==> src/rtl/mt_ctrl.sv <==
// MT19937 sequencer: seeds, twists in place and streams tempered words from an external 624x32 state memory.
// Optional MT_AUTO_SEED_EN: seed with DEFAULT_SEED on the first cycle after reset, no handshake needed.
module mt_ctrl #(
  parameter int          N            = 624,
  parameter int          M            = 397,
  parameter logic [31:0] DEFAULT_SEED = 32'd5489
) (
  input  logic        clk,
  input  logic        rst,
  input  logic        seed_valid,
  output logic        seed_ready,
  input  logic [31:0] seed,
  output logic        out_valid,
  input  logic        out_ready,
  output logic [31:0] out_data,
  output logic        busy,
  output logic        write_en_seed,
  output logic [9:0]  write_addr_seed,
  output logic [31:0] write_data_seed,
  output logic        write_en_twist,
  output logic [9:0]  write_addr_twist,
  output logic [31:0] write_data_twist,
  output logic [9:0]  read_addr1,
  output logic [9:0]  read_addr2,
  output logic [9:0]  read_addr3,
  input  logic [31:0] read_data1,
  input  logic [31:0] read_data2,
  input  logic [31:0] read_data3
);

  localparam int            AW      = 10;
  localparam logic [AW-1:0] LAST    = AW'(N - 1);
  localparam logic [AW-1:0] END_IDX = AW'(N);
  localparam logic [31:0]   MAG     = 32'h9908B0DF;

`ifdef MT_AUTO_SEED_EN
  localparam logic AUTO_SEED = 1'b1;
`else
  localparam logic AUTO_SEED = 1'b0;
`endif

  typedef enum logic [1:0] {S_IDLE, S_SEED, S_TWIST, S_OUTPUT} state_t;

  state_t        state_q, state_d;
  logic [AW-1:0] idx_q, idx_d;
  logic [31:0]   prev_q, prev_d;
  logic [31:0]   out_data_q, out_data_d;
  logic          out_valid_q, out_valid_d;
  logic          auto_q, auto_d;

  logic          seed_fire;
  logic [31:0]   seed_next;
  logic [31:0]   twist_y;
  logic [AW-1:0] addr_p1, addr_pm;
  logic [AW:0]   sum_pm;
  logic          unused_msb;

  function automatic logic [31:0] temper(input logic [31:0] x);
    logic [31:0] y;
    y = x;
    y = y ^ (y >> 11);
    y = y ^ ((y << 7) & 32'h9D2C5680);
    y = y ^ ((y << 15) & 32'hEFC60000);
    y = y ^ (y >> 18);
    return y;
  endfunction

  assign seed_ready = (state_q == S_IDLE) || (state_q == S_OUTPUT);
  assign busy       = (state_q == S_SEED) || (state_q == S_TWIST);
  assign out_valid  = out_valid_q;
  assign out_data   = out_data_q;
  assign seed_fire  = seed_valid && seed_ready;

  // Seeding recurrence runs off the previous word held locally, never the memory.
  assign seed_next  = 32'd1812433253 * (prev_q ^ (prev_q >> 30)) + 32'(idx_q);

  assign addr_p1    = (idx_q == LAST) ? '0 : idx_q + 1'b1;
  assign sum_pm     = {1'b0, idx_q} + (AW+1)'(M);
  assign addr_pm    = (sum_pm >= (AW+1)'(N)) ? AW'(sum_pm - (AW+1)'(N)) : sum_pm[AW-1:0];
  assign twist_y    = {read_data1[31], read_data2[30:0]};
  assign unused_msb = read_data2[31];

  always_comb begin
    state_d          = state_q;
    idx_d            = idx_q;
    prev_d           = prev_q;
    out_valid_d      = out_valid_q;
    out_data_d       = out_data_q;
    auto_d           = 1'b0;
    write_en_seed    = 1'b0;
    write_addr_seed  = '0;
    write_data_seed  = '0;
    write_en_twist   = 1'b0;
    write_addr_twist = '0;
    write_data_twist = '0;
    read_addr1       = '0;
    read_addr2       = '0;
    read_addr3       = '0;

    case (state_q)
      S_IDLE: begin
        if (seed_fire) begin
          state_d = S_SEED;
          idx_d   = '0;
          prev_d  = seed;
        end else if (auto_q) begin
          state_d = S_SEED;
          idx_d   = '0;
          prev_d  = DEFAULT_SEED;
        end
      end

      S_SEED: begin
        write_en_seed   = 1'b1;
        write_addr_seed = idx_q;
        write_data_seed = (idx_q == '0) ? prev_q : seed_next;
        prev_d          = write_data_seed;
        if (idx_q == LAST) begin
          state_d = S_TWIST;
          idx_d   = '0;
        end else begin
          idx_d = idx_q + 1'b1;
        end
      end

      S_TWIST: begin
        read_addr1       = idx_q;
        read_addr2       = addr_p1;
        read_addr3       = addr_pm;
        write_en_twist   = 1'b1;
        write_addr_twist = idx_q;
        write_data_twist = read_data3 ^ (twist_y >> 1) ^ (twist_y[0] ? MAG : 32'h0);
        if (idx_q == LAST) begin
          state_d = S_OUTPUT;
          idx_d   = '0;
        end else begin
          idx_d = idx_q + 1'b1;
        end
      end

      S_OUTPUT: begin
        read_addr1 = (idx_q == END_IDX) ? '0 : idx_q;
        if (seed_fire) begin
          // Reseed drops any word still sitting in the output register.
          state_d     = S_SEED;
          idx_d       = '0;
          prev_d      = seed;
          out_valid_d = 1'b0;
        end else if ((!out_valid_q || out_ready) && (idx_q != END_IDX)) begin
          out_data_d  = temper(read_data1);
          out_valid_d = 1'b1;
          idx_d       = idx_q + 1'b1;
        end else begin
          if (out_ready) out_valid_d = 1'b0;
          // Twist only once the last word has left, so the stream never skips.
          if ((idx_q == END_IDX) && (!out_valid_q || out_ready)) begin
            state_d = S_TWIST;
            idx_d   = '0;
          end
        end
      end

      default: state_d = S_IDLE;
    endcase
  end

  always_ff @(posedge clk or posedge rst) begin
    if (rst) begin
      state_q     <= S_IDLE;
      idx_q       <= '0;
      prev_q      <= '0;
      out_data_q  <= '0;
      out_valid_q <= 1'b0;
      auto_q      <= AUTO_SEED;
    end else begin
      state_q     <= state_d;
      idx_q       <= idx_d;
      prev_q      <= prev_d;
      out_data_q  <= out_data_d;
      out_valid_q <= out_valid_d;
      auto_q      <= auto_d;
    end
  end

endmodule

==> config.mk <==
export PLATFORM = sky130hd
export DESIGN_NAME = mt_ctrl
export DESIGN_NICKNAME = d
export VERILOG_FILES = /design/src/rtl/mt_ctrl.sv
export SDC_FILE = /design/constraint.sdc
export NUM_CORES = 1
export LEC_CHECK = 0
export CAP_MARGIN = 10
export CORE_MARGIN = 3
export CORE_UTILIZATION = 30
export CTS_BUF_LIST = sky130_fd_sc_hd__clkbuf_4
export CTS_CLUSTER_SIZE = 25
export DETAILED_ROUTE_END_ITERATION = 16
export SYNTH_ARGS = -nofsm -noshare
export SYNTH_HDL_FRONTEND = slang
export SYNTH_SLANG_ARGS = --single-unit
export TNS_END_PERCENT = 10
==> constraint.sdc <==
create_clock -name clk -period 11.4 [get_ports clk]
set_input_delay 2.85 -clock clk [delete_from_list [all_inputs] [get_ports clk]]
set_output_delay 2.85 -clock clk [all_outputs]
set_load 0.05 [all_outputs]
==> results of run 1 <==
-- metal layers --
metal,global-route usage,up-vias,share of wire
met3,0.0418,90,0.062
met5,0,-,0.00026
met4,0.0774,2,0.044
met2,0.329,383,0.49
li1,-,5666,-
met1,0.224,5762,0.40
-- synth_stat cells (5+ instances only) --
master and number:
clkbuf_1 39, nor2_1 117, nand2b_1 11, nand2_1 103
ha_1 245, and2_1 9, o211a_1 5, a31oi_1 9
and3_1 8, nor3_1 8, a211oi_1 28, fa_1 153
xnor2_1 119, buf_2 9, o211ai_1 6, a22oi_1 5
o21a_1 10, a21oi_1 54, o21ai_1 9, mux2_2 7
nor2b_1 16, inv_1 288, nand4_1 8, a21o_1 17
o21ai_0 56, dfrtp_1 77, nand3_1 16, mux2i_1 16
xor2_1 54
-- cell families (layout without fill, tap and decap cells) --
kind of cell / Yosys count / after routing / synth area share
adder cells (fa/ha/maj): 398 / 398 / 0.429
buffers and inverters: 343 / 612 / 0.0913
other: 0 / 1 / 0
XOR/XNOR: 173 / 173 / 0.106
multiplexers: 24 / 24 / 0.0178
AO/OA/AOI/OAI: 244 / 244 / 0.116
AND/OR/NAND/NOR: 321 / 321 / 0.104
flip-flops: 77 / 77 / 0.135
-- path summary, 6_finish.rpt --
check | endpoint | cells past startpoint | slack (ns)
worst max register to register | prev_q[30]$_DFFE_PP0P_ | 22 | 4.15
max in group asynchronous | prev_q[5]$_DFFE_PP0P_ | 3 | 7.58
worst min-delay path | out_data[22]$_DFFE_PP0P_ | 2 | 0.50
min in group asynchronous | prev_q[16]$_DFFE_PP0P_ | 2 | 2.66
worst max-delay path | write_data_seed[29] | 26 | 0.47
worst min register to register | out_data[22]$_DFFE_PP0P_ | 2 | 0.50
-- metrics by stage --
step                      instances  area [µm²]   util  setup slack [ns]
after global placement         2440       17800  0.381              1.04
after detailed placement       2440       17800  0.381              1.01
final                          2457       17900  0.384             0.467
after global routing           2457       17900  0.384            0.0648
after floorplan                1580       14300      -              1.28
after CTS                      2456       17900  0.384             0.412
-- state kept, by name, summed over array words and instances (netlist names) --
signal,count
prev_q,32
out_data,32
state_q,2
idx_q,10
out_valid,1
-- cell type report --
cell class / instances / share of cell area
clock inverter: 7 / 0.00349
antenna: 1 / 0.000139
timing repair buffer: 306 / 0.166
multi-input combinational: 1160 / 0.616
sequential: 77 / 0.107
inverter: 290 / 0.0607
clock buffer: 9 / 0.00377
tap: 607 / 0.0423
-- worst max-delay path, delay by kind of cell, from the launching register on --
kind	cells	cell delay, ns
AOI/OAI and AO/OA	6	1.18
xor gates and xnor gates	2	0.35
adders and majority gates	9	3.43
buffers and inverters	6	1.20
DFF	1	0.50
and+or+nand+nor	3	0.94
==> metrics.cfg, run 1 <==
[synthesis]
yosysSeqAreaShare = 0.135
synth-seq-cells = 77
synthCells = 1580
postSynthAreaPerCell_um2 = 9.03
synth-edff-count = 0
synth_top_area_cell = ha_1
synth_top_area_frac = 0.215
async_flop_share = 1.00
syn_nets = 2110
synth_ff_type = dfrtp_1
syn_area_um2 = 14300
synth.distinct_cells = 75
ys_top_cells_by_area = ha_1 (21%), fa_1 (21%), dfrtp_1 (13%)
yosysWarnings = 0

[timing]
period_share = 0.959
finClkSkew_ns = 0.0347
min_period_ns = 10.93
hold_slack_ns = 0.503
tightest_slew_ns = 1.01
final_max_slew_viol_count = 0
slew_headroom = 0.325
finalHoldViolCount = 0
fmax_ghz = 0.0915
rsz0062_at_grt = false
setup_violations = 0
setup_tns_ns = 0

[die]
die_area_um2 = 50200
ios = 283
fp.dieH_um = 224
initial_core_util = 0.305
fp.dieW_um = 224
rows = 79
fp.coreArea_um2 = 46800

[critical_path]
cp-start-kind = flip-flop
rr_startpoint = prev_q[13]$_DFFE_PP0P_
timing.critical_path.mode_cell = fa_1
endpoint_kind = output port
worstPathRequired_ns = 8.55
crit_start = prev_q[30]$_DFFE_PP0P_
crit_arrival_ns = 8.08
cp_slowest_cell = clkdlybuf4s50_1
worst-setup-path-type = flip-flop to output port
crit_fanout = 7
cpPeakStageDelay_ns = 0.82

[worst_hold_path]
min_path_type = flip-flop to flip-flop
min_from = out_data[22]$_DFFE_PP0P_

[job]
cap_viol_max_count = 0

[placement]
gp_congestion = 0.890
hpwlAfterDp_um = 39300
portBuffers = 281

[drt]
routedWlPerCell_um = 19.1
first_pass_iters = 5
vias = 11903
ant_nets = 0
drt_iter0_markers = 643
remaining_drc_errors = 0
avgViaCountPerCell = 4.84
wl_um = 47000

[clocking]
cts_buffer_depth = 2
clk_latency_ns = 0.51
cts-htree-levels = 3
post-cts-setup-buffers = 0
cts-root-buf = clkbuf_4
ctsHoldBuffers = 0
cts.sinks = 77
clk_pin_slew_worst_paths_ns = 0.16
numCtsBuffers = 9
cts_resized = 0
cts_tree = done

[grt]
antenna_found_initial = 2
gr-usage-all-layers = 0.188
grt_pass1_wl_um = 72700
grt_pass1_vias = 12820
grt_start_max_net_pins = 58
grt-ovfl-total = 0

[final_layout]
finalNetCount = 2374
layout_common_cells = inv_1 (286), clkdlybuf4s50_1 (274), ha_1 (245)
seqCellArea_um2 = 1930
area_growth_pct = 25.7
layout_commonest_cell = inv_1
multi_input_area_um2 = 11100
drive_above_1_share = 0.0454
fillCellCount = 4698

[status]
status = finished clean

Power of run 1 is not shown: default switching activity piles up to over one toggle a cycle in this logic, so the estimate is an artifact.
==> run 2, diff against run 1 <==
- CTS_BUF_LIST: sky130_fd_sc_hd__clkbuf_4 -> default
==> run 2 against run 1 <==
Against the previous run:
- via count rose by 0.14%
- routed wire length rose by 0.15%
- register-to-register slack barely moved
- final area rose by 0.88%
- highest routed layer unchanged
- clock skew fell by 0.025 ns
- critical path type unchanged
- fmax rose by 1.5%
==> metrics.cfg, run 2 (same netlist as run 1, synthesis figures left out) <==
[status]
status = finished clean

[die]
rows = 79  ; unchanged
fp.dieH_um = 224  ; unchanged
die_area_um2 = 50200  ; unchanged
ios = 283  ; unchanged
fp.coreArea_um2 = 46800  ; unchanged
fp.dieW_um = 224  ; unchanged
initial_core_util = 0.305  ; unchanged

[clocking]
cts.sinks = 77  ; unchanged
cts_buffer_depth = 2  ; unchanged
cts_tree = done
ctsHoldBuffers = 0  ; unchanged
clk_latency_ns = 0.36  ; -0.15 ns
cts-root-buf = clkbuf_16
numCtsBuffers = 9  ; unchanged
post-cts-setup-buffers = 0  ; unchanged
cts_resized = 0  ; unchanged
cts-htree-levels = 3  ; unchanged
clk_pin_slew_worst_paths_ns = 0.07  ; -0.09 ns

[timing]
min_period_ns = 10.77  ; -0.161 ns
tightest_slew_ns = 1.01  ; +0.00496 ns
finClkSkew_ns = 0.00964  ; -0.0251 ns
setup_tns_ns = 0  ; unchanged
rsz0062_at_grt = false
finalHoldViolCount = 0  ; unchanged
final_max_slew_viol_count = 0  ; unchanged
fmax_ghz = 0.0928  ; +1.5%
period_share = 0.945  ; -0.0141
setup_violations = 0  ; unchanged
slew_headroom = 0.322  ; -0.00332

[critical_path]
setup.worst_path.end = write_data_seed[29]
r2r_slack_ns = 4.14  ; about the same
crit_start = prev_q[13]$_DFFE_PP0P_
cp_slowest_cell = clkdlybuf4s50_1
timing.critical_path.mode_cell = fa_1
worst-setup-path-type = flip-flop to output port
cpPeakStageDelay_ns = 0.82  ; about the same
cp_cell_sequence = ha_1 -> ha_1 -> fa_1 -> inv_1 -> fa_1 -> inv_1 -> fa_1 -> fa_1 -> fa_1 -> inv_1 -> fa_1 -> inv_1 -> ha_1 -> a21o_1 -> a21o_1 -> a21oi_1 -> o211ai_1 -> o21ai_1 -> o211ai_1 -> or4_1 -> nand3_1 -> clkdlybuf4s50_1
crit_arrival_ns = 7.92  ; -0.16 ns
endpoint_kind = output port
crit_fanout = 12  ; +5
rr_startpoint = prev_q[13]$_DFFE_PP0P_
worstPathRequired_ns = 8.55  ; about the same
reg2reg_to = prev_q[30]$_DFFE_PP0P_
cp-start-kind = flip-flop
ff2ff_path_depth = 22  ; unchanged

[final_layout]
finalNetCount = 2374  ; unchanged
fillCellCount = 4678  ; -0.43%
drive_above_1_share = 0.0454  ; unchanged
layout_commonest_cell = inv_1
layout_common_cells = inv_1 (286), clkdlybuf4s50_1 (274), ha_1 (245)
area_growth_pct = 26.8

[grt]
antenna_found_initial = 2  ; unchanged
grt_start_max_net_pins = 58  ; unchanged
grt_pass1_wl_um = 72800  ; +0.14%
grt-ovfl-total = 0  ; unchanged
gr-usage-all-layers = 0.188  ; +0.000279
grt_pass1_vias = 12836  ; +0.12%

[drt]
remaining_drc_errors = 0  ; unchanged
routedWlPerCell_um = 19.2  ; +0.15%
drt_iter0_markers = 617  ; -4.0%
vias = 11920  ; +0.14%
ant_nets = 0  ; unchanged
wl_um = 47100  ; +0.15%
first_pass_iters = 5  ; unchanged
avgViaCountPerCell = 4.85  ; +0.14%

[placement]
hpwlAfterDp_um = 39300  ; unchanged
gp_congestion = 0.890  ; unchanged
portBuffers = 281  ; unchanged

[worst_hold_path]
min_path_type = flip-flop to flip-flop

[job]
cap_viol_max_count = 0  ; unchanged

-- run 2: cell count changes in the layout (fill, tap and decap cells not counted) --
cell and change:
clkbuf_4 -9, clkbuf_16 +9
-- run 2: how the worst min path moves through the flow --
stage	start	slack, ns	end	cells past startpoint
floorplan	idx_q[8]$_DFFE_PP0P_	0.48	idx_q[8]$_DFFE_PP0P_	2
global placement	out_data[9]$_DFFE_PP0P_	0.46	out_data[9]$_DFFE_PP0P_	2
detailed placement	out_data[22]$_DFFE_PP0P_	0.47	out_data[22]$_DFFE_PP0P_	2
CTS	out_data[6]$_DFFE_PP0P_	0.49	out_data[6]$_DFFE_PP0P_	2
global route	out_data[16]$_DFFE_PP0P_	0.51	out_data[16]$_DFFE_PP0P_	2
finish	out_data[22]$_DFFE_PP0P_	0.48	out_data[22]$_DFFE_PP0P_	2
-- run 2: per-layer routing --
| metal | share of wire | wire, µm | GRT usage |
|---|---|---|---|
| met5 | 0.00026 | 12 | 0 |
| met4 | 0.042 | 1970 | 0.0753 |
| met3 | 0.058 | 2750 | 0.0396 |
| met2 | 0.49 | 23100 | 0.331 |
| met1 | 0.41 | 19200 | 0.225 |
-- run 2: per-stage QoR --
| step | utilization | setup WS, ns | hold WS (ns) | cells | area, µm² |
|---|---|---|---|---|---|
| finish | 0.387 | 0.628 | 0.485 | 2457 | 18100 |
| global route | 0.387 | 0.256 | 0.508 | 2457 | 18100 |
| CTS | 0.387 | 0.609 | 0.492 | 2456 | 18100 |
| detailed placement | 0.381 | 1.01 | 0.473 | 2440 | 17800 |
| global placement | 0.381 | 1.04 | 0.464 | 2440 | 17800 |
| floorplan | - | 1.28 | 0.480 | 1580 | 14300 |
-- run 2: critical path: cells and delay by family (launching register included) --
family	cells	cell delay (ns)
flops	1	0.75
fa+ha+maj	9	3.98
compound gates	6	1.17
buf+inv	5	1.01
simple gates	2	0.64
-- run 2: layout make-up --
type,instances,area [µm²],area share
multi-input combinational,1160,11100,0.611
tap,607,759,0.0420
antenna,1,2.50,0.000138
timing repair buffer,306,2980,0.165
inverter,290,1090,0.0602
clock buffer,9,225,0.0124
clock inverter,7,62.6,0.00346
sequential,77,1930,0.106
Power of run 2 is left out for the same reason.
==> run 3, diff against run 2 <==
- CAP_MARGIN: 10 -> default
==> results of run 3 <==
Final layout, timing and power as in run 2 (identical DEF).
Power of run 3 is left out for the same reason.
